`src/rtl/prio_code_decoder.sv`:
```
`default_nettype none
// ============================================================================
// Module   : prio_code_decoder
// Purpose  : Receive-side companion of the 8:3 priority encoder. Buffers
//            encoded indices in a 2-entry valid/ready skid buffer and
//            regenerates a one-hot line vector for the head entry. Also
//            flags input-side handshake violations in a sticky error bit.
// Options  : PRIO_DEC_SEEN_EN - adds seen_clr / seen_mask, a sticky record
//            of every one-hot line delivered downstream.
// Revision : 1.0 - initial release
// ============================================================================
module prio_code_decoder #(
  parameter int CODE_W = 3
) (
  input  logic                       clk,
  input  logic                       rst_n,
  input  logic                       in_valid,
  output logic                       in_ready,
  input  logic [CODE_W-1:0]          in_code,
  output logic                       out_valid,
  input  logic                       out_ready,
  output logic [CODE_W-1:0]          out_code,
  output logic [(1 << CODE_W)-1:0]   out_onehot,
`ifdef PRIO_DEC_SEEN_EN
  input  logic                       seen_clr,
  output logic [(1 << CODE_W)-1:0]   seen_mask,
`endif
  input  logic                       err_clr,
  output logic                       proto_err
);

  localparam int OUT_W = 1 << CODE_W;

  // Occupancy of the skid buffer: number of entries currently held.
  typedef enum logic [1:0] {
    ST_EMPTY = 2'd0,
    ST_ONE   = 2'd1,
    ST_TWO   = 2'd2
  } state_t;

  state_t              r_state;
  state_t              w_state_nxt;

  // r_head is the entry presented downstream; r_tail is the skid slot.
  logic [CODE_W-1:0]   r_head;
  logic [CODE_W-1:0]   r_tail;
  logic [CODE_W-1:0]   w_head_nxt;
  logic [CODE_W-1:0]   w_tail_nxt;

  logic                w_push;
  logic                w_pop;
  logic [OUT_W-1:0]    w_onehot;

  // Stall tracking for the input handshake checker.
  logic                r_stall;
  logic [CODE_W-1:0]   r_stall_code;
  logic                r_proto_err;
  logic                w_violation;

  // Handshake qualifiers are derived from registered state only, so there is
  // no combinational path from out_ready to in_ready or from in_* to out_*.
  assign in_ready  = (r_state != ST_TWO);
  assign out_valid = (r_state != ST_EMPTY);
  assign w_push    = in_valid & in_ready;
  assign w_pop     = out_valid & out_ready;

  assign out_code   = r_head;
  assign w_onehot   = OUT_W'(1) << r_head;
  assign out_onehot = out_valid ? w_onehot : '0;

  // Next occupancy and next contents of the two buffer slots.
  always_comb begin
    w_state_nxt = r_state;
    w_head_nxt  = r_head;
    w_tail_nxt  = r_tail;
    case (r_state)
      ST_EMPTY: begin
        if (w_push) begin
          w_head_nxt  = in_code;
          w_state_nxt = ST_ONE;
        end
      end
      ST_ONE: begin
        if (w_push && !w_pop) begin
          w_tail_nxt  = in_code;
          w_state_nxt = ST_TWO;
        end else if (w_pop && !w_push) begin
          w_state_nxt = ST_EMPTY;
        end else if (w_push && w_pop) begin
          // Head leaves and the new code takes its place in the same cycle.
          w_head_nxt  = in_code;
          w_state_nxt = ST_ONE;
        end
      end
      ST_TWO: begin
        // in_ready is low here, so only a pop can happen.
        if (w_pop) begin
          w_head_nxt  = r_tail;
          w_state_nxt = ST_ONE;
        end
      end
      default: begin
        w_state_nxt = ST_EMPTY;
      end
    endcase
  end

  // Occupancy state and buffer slots; reset discards anything buffered.
  always_ff @(posedge clk or negedge rst_n) begin
    if (!rst_n) begin
      r_state <= ST_EMPTY;
      r_head  <= '0;
      r_tail  <= '0;
    end else begin
      r_state <= w_state_nxt;
      r_head  <= w_head_nxt;
      r_tail  <= w_tail_nxt;
    end
  end

  // A stalled offer must be held unchanged until it is accepted; dropping
  // valid or altering the code in the following cycle is a violation.
  assign w_violation = r_stall & (~in_valid | (in_code != r_stall_code));

  // Remember whether this cycle was a stall, and what code was on offer.
  always_ff @(posedge clk or negedge rst_n) begin
    if (!rst_n) begin
      r_stall      <= 1'b0;
      r_stall_code <= '0;
    end else begin
      r_stall      <= in_valid & ~in_ready;
      r_stall_code <= in_code;
    end
  end

  // Sticky error flag; a fresh violation wins over a simultaneous clear.
  always_ff @(posedge clk or negedge rst_n) begin
    if (!rst_n) begin
      r_proto_err <= 1'b0;
    end else if (w_violation) begin
      r_proto_err <= 1'b1;
    end else if (err_clr) begin
      r_proto_err <= 1'b0;
    end
  end

  assign proto_err = r_proto_err;

`ifdef PRIO_DEC_SEEN_EN
  logic [OUT_W-1:0] r_seen_mask;

  // Accumulate every line delivered; a clear coinciding with a pop keeps
  // only the line popped in that cycle.
  always_ff @(posedge clk or negedge rst_n) begin
    if (!rst_n) begin
      r_seen_mask <= '0;
    end else if (seen_clr) begin
      r_seen_mask <= w_pop ? w_onehot : '0;
    end else if (w_pop) begin
      r_seen_mask <= r_seen_mask | w_onehot;
    end
  end

  assign seen_mask = r_seen_mask;
`endif

endmodule
`default_nettype wire

```
`config.mk`:
```
export PLATFORM = sky130hd
export DESIGN_NAME = prio_code_decoder
export DESIGN_NICKNAME = d
export VERILOG_FILES = /design/src/rtl/prio_code_decoder.sv
export SDC_FILE = /design/constraint.sdc
export NUM_CORES = 1
export LEC_CHECK = 0
export CAP_MARGIN = 5
export CORE_MARGIN = 4
export CORE_UTILIZATION = 39
export DETAILED_ROUTE_END_ITERATION = 8
export PLACE_DENSITY_LB_ADDON = 0.25
export SYNTH_ARGS = -nofsm -noshare
export SYNTH_HDL_FRONTEND = slang
export SYNTH_SLANG_ARGS = --single-unit
```
`constraint.sdc`:
```
create_clock -name clk -period 1.8 [get_ports clk]
set_clock_uncertainty 0.1 [all_clocks]
set_input_delay 0.27 -clock clk [delete_from_list [all_inputs] [get_ports clk]]
set_output_delay 0.27 -clock clk [all_outputs]
set_load 0.03 [all_outputs]
```
==> results <==
[power by group through the flow]
stage | clock network [mW] | logic (mW) | registers [mW]
floorplan | 0 | 0.624 | 0.588
global placement | 0 | 1.13 | 0.488
detailed placement | 0 | 1.15 | 0.495
CTS | 0.182 | 1.10 | 0.488
global route | 0.201 | 1.17 | 0.502
finish | 0.174 | 1.09 | 0.488
[cell type report]
cell class                      count  share of cell area (%)
Timing Repair Buffer               28                    22.6
Multi-Input combinational cell     44                    39.1
Clock buffer                        4                    2.55
Inverter                            4                    1.95
Sequential cell                    13                    31.9
Tap cell                           16                    1.95
[state kept, by name, indices dropped and copies added, names as in the netlist]
signal and flops:
r_tail 3, proto_err 1, r_stall 1, r_state 2
out_code 3, r_stall_code 3
[cell families after synthesis]
family | count (synthesis) | synth area share (%)
simple gates | 22 | 17.7
flops | 13 | 47.4
mux | 11 | 18.2
compound gates | 5 | 5.11
buf+inv | 4 | 2.19
xor+xnor | 3 | 3.83
fa+ha+maj | 3 | 5.48
[metal layers]
metal	GRT usage [%]	up-vias	wire length [um]
met3	4.22	0	94
met5	0	-	0
met4	2.76	0	0
met2	24.2	15	745
li1	-	276	-
met1	13.9	248	617
[cell usage after synthesis]
master / instances
mux2_2: 6
and2_2: 1
nor3_1: 2
mux2_4: 1
mux2_1: 2
nor4b_2: 1
nand2_1: 5
o21bai_1: 1
dfrtp_1: 13
o21ai_0: 2
nand4_1: 1
ha_1: 3
mux2i_1: 2
xnor2_1: 3
inv_1: 4
nand2b_1: 3
nor2_1: 6
a22o_1: 1
or2_2: 1
nor2b_2: 1
a2bb2oi_1: 1
nand3b_1: 1
[worst paths after layout]
check	from	end	depth (start not counted)
worst max-delay path	r_state[0]	out_code[0]	7
worst min-delay path	rst_n	r_stall_code[0]	1
worst max register to register	r_state[0]	out_code[0]	7
worst min register to register	r_stall	proto_err	1
max in group asynchronous	rst_n	r_state[0]	1
min in group clk	r_stall	proto_err	1
[what timing repair did]
item / CTS / global route
resized for setup: 33 / 1
setup endpoints to repair: 13 / 6
pin swaps: 3 / 2
[stage by stage]
| stage | cells | TNS (ps) | utilization (%) |
|---|---|---|---|
| after floorplan | 61 | -259 | - |
| after global placement | 105 | -904 | 64.7 |
| after detailed placement | 105 | -1250 | 64.7 |
| after CTS | 109 | -314 | 65.1 |
| after global routing | 109 | -491 | 65.2 |
| final | 109 | -163 | 65.2 |
==> results.sh <==
export IMPL_status="finished, violations left"
export IMPL_violations="negative setup slack"
export IMPL_sequentialPowerShare_pct=27.8
export IMPL_yosys_warnings=0
export IMPL_final_cell_area_sq_um=1030
export IMPL_core_area_sq_um=1580
export IMPL_gp_congestion=0.711
export IMPL_power_density_nw_per_um2=1700
export IMPL_nFillCells=125
export IMPL_fin_nets=105
export IMPL_grt_max_degree=14
export IMPL_grt_use_total_pct=12.9
export IMPL_final_common_cell="dfrtp_1"
export IMPL_period_share_pct=104
export IMPL_whs_ps=266
export IMPL_syn_inst=61
export IMPL_rsz0062_at_grt="yes"
export IMPL_cts_sinks=13
export IMPL_switchingPower_mw=0.755
export IMPL_clockBufferDepth=2
export IMPL_drtIter0Drc=5
export IMPL_chipWidth_um=49.9
export IMPL_syn_cell_area_sq_um=686
export IMPL_via_per_inst=4.94
export IMPL_die_y_um=49.9
export IMPL_crit_chain="or2_4, nand2_4, inv_4, ha_4, nor4b_4, a2bb2oi_2, mux2_4"
export IMPL_area_growth_pct=50.0
export IMPL_crit_arrival_ps=1920
export IMPL_worst_pin_slew_ps=577
export IMPL_initial_utilization_pct=43.5
export IMPL_synth_top_cell_area_share_pct=47.4
export IMPL_wl_per_cell_um=13.4
export IMPL_cts_setup_buffers=0
export IMPL_power_internal_mw=0.997
export IMPL_route_vias_total=539
export IMPL_grt_pass1_wl_um=2470
export IMPL_dp_slack_ps=-220
export IMPL_setup_viol=4
export IMPL_hp_class="input port to asynchronous set/reset pin"
export IMPL_ios=22
export IMPL_slowest_delay_ps=440
export IMPL_grt_remaining_overflow=0
export IMPL_rows=14
export IMPL_antenna_left=0
export IMPL_peakVddDrop_uv=843
export IMPL_drive_gt1_share_pct=40.9
export IMPL_root_buffer="clkbuf_4"
export IMPL_drt_total_wl_um=1460
export IMPL_dr_pass1_iters=4
export IMPL_pwr_share_comb_pct=62.3
export IMPL_r2r_setup_slack_ps=-60
export IMPL_crit_type="flop to flop"
export IMPL_critical_path_slowest_cell="dfrtp_2"
export IMPL_seq_area_frac_synth_pct=47.4
export IMPL_dieArea_sq_um=2490
export IMPL_critPathCaptureType="flop"
export IMPL_synth_area_leaders="dfrtp_1 (47%), mux2_2 (9.9%), ha_1 (5.5%), xnor2_1 (3.8%), mux2_1 (3.3%)"
export IMPL_regArea_sq_um=328
export IMPL_drc_errors=0
export IMPL_placed_area_sq_um=1020
export IMPL_clock_latency_ps=270
export IMPL_power_mw=1.75
export IMPL_switching_share_pct=43.1
export IMPL_final_cell_mix="dfrtp_1 (11), clkdlybuf4s50_1 (9), buf_4 (9)"
export IMPL_h_tree_depth=1
export IMPL_fin_ws_ps=-64.3
export IMPL_n_antenna_cell=0
export IMPL_crit_family="simple AND/OR/NAND/NOR gates"
export IMPL_holdBufCountCts=0
export IMPL_syn_area_per_cell_sq_um=11.2
export IMPL_slew_violations=0
export IMPL_synth_top_cell_by_area="dfrtp_1"
export IMPL_antenna_found_initial=0
export IMPL_cts_tree="yes"
export IMPL_hpwl_um=1180
export IMPL_multi_input_area_sq_um=402
export IMPL_grt_pass1_vias=548
export IMPL_finalHoldViolations=0
export IMPL_power_leakage_nw=0.481
export IMPL_path_clk_slew_ps=80
export IMPL_crit_buf_inv=1
export IMPL_clockPowerShare_pct=9.9
export IMPL_io_buffers=21
export IMPL_required_ps=1860
export IMPL_slew_headroom_pct=61.4
export IMPL_synth_cell_types=22
export IMPL_cts_buffers=3
export IMPL_synth_seq_cells=13
export IMPL_syn_nets=72
export IMPL_critPathLaunchType="flop"
export IMPL_fmax_mhz=536
export IMPL_critPathMaxFanout=4
export IMPL_period_minus_slack_ps=1860
export IMPL_max_cap_viol_count=0
Power figures use the tool's default switching activity.
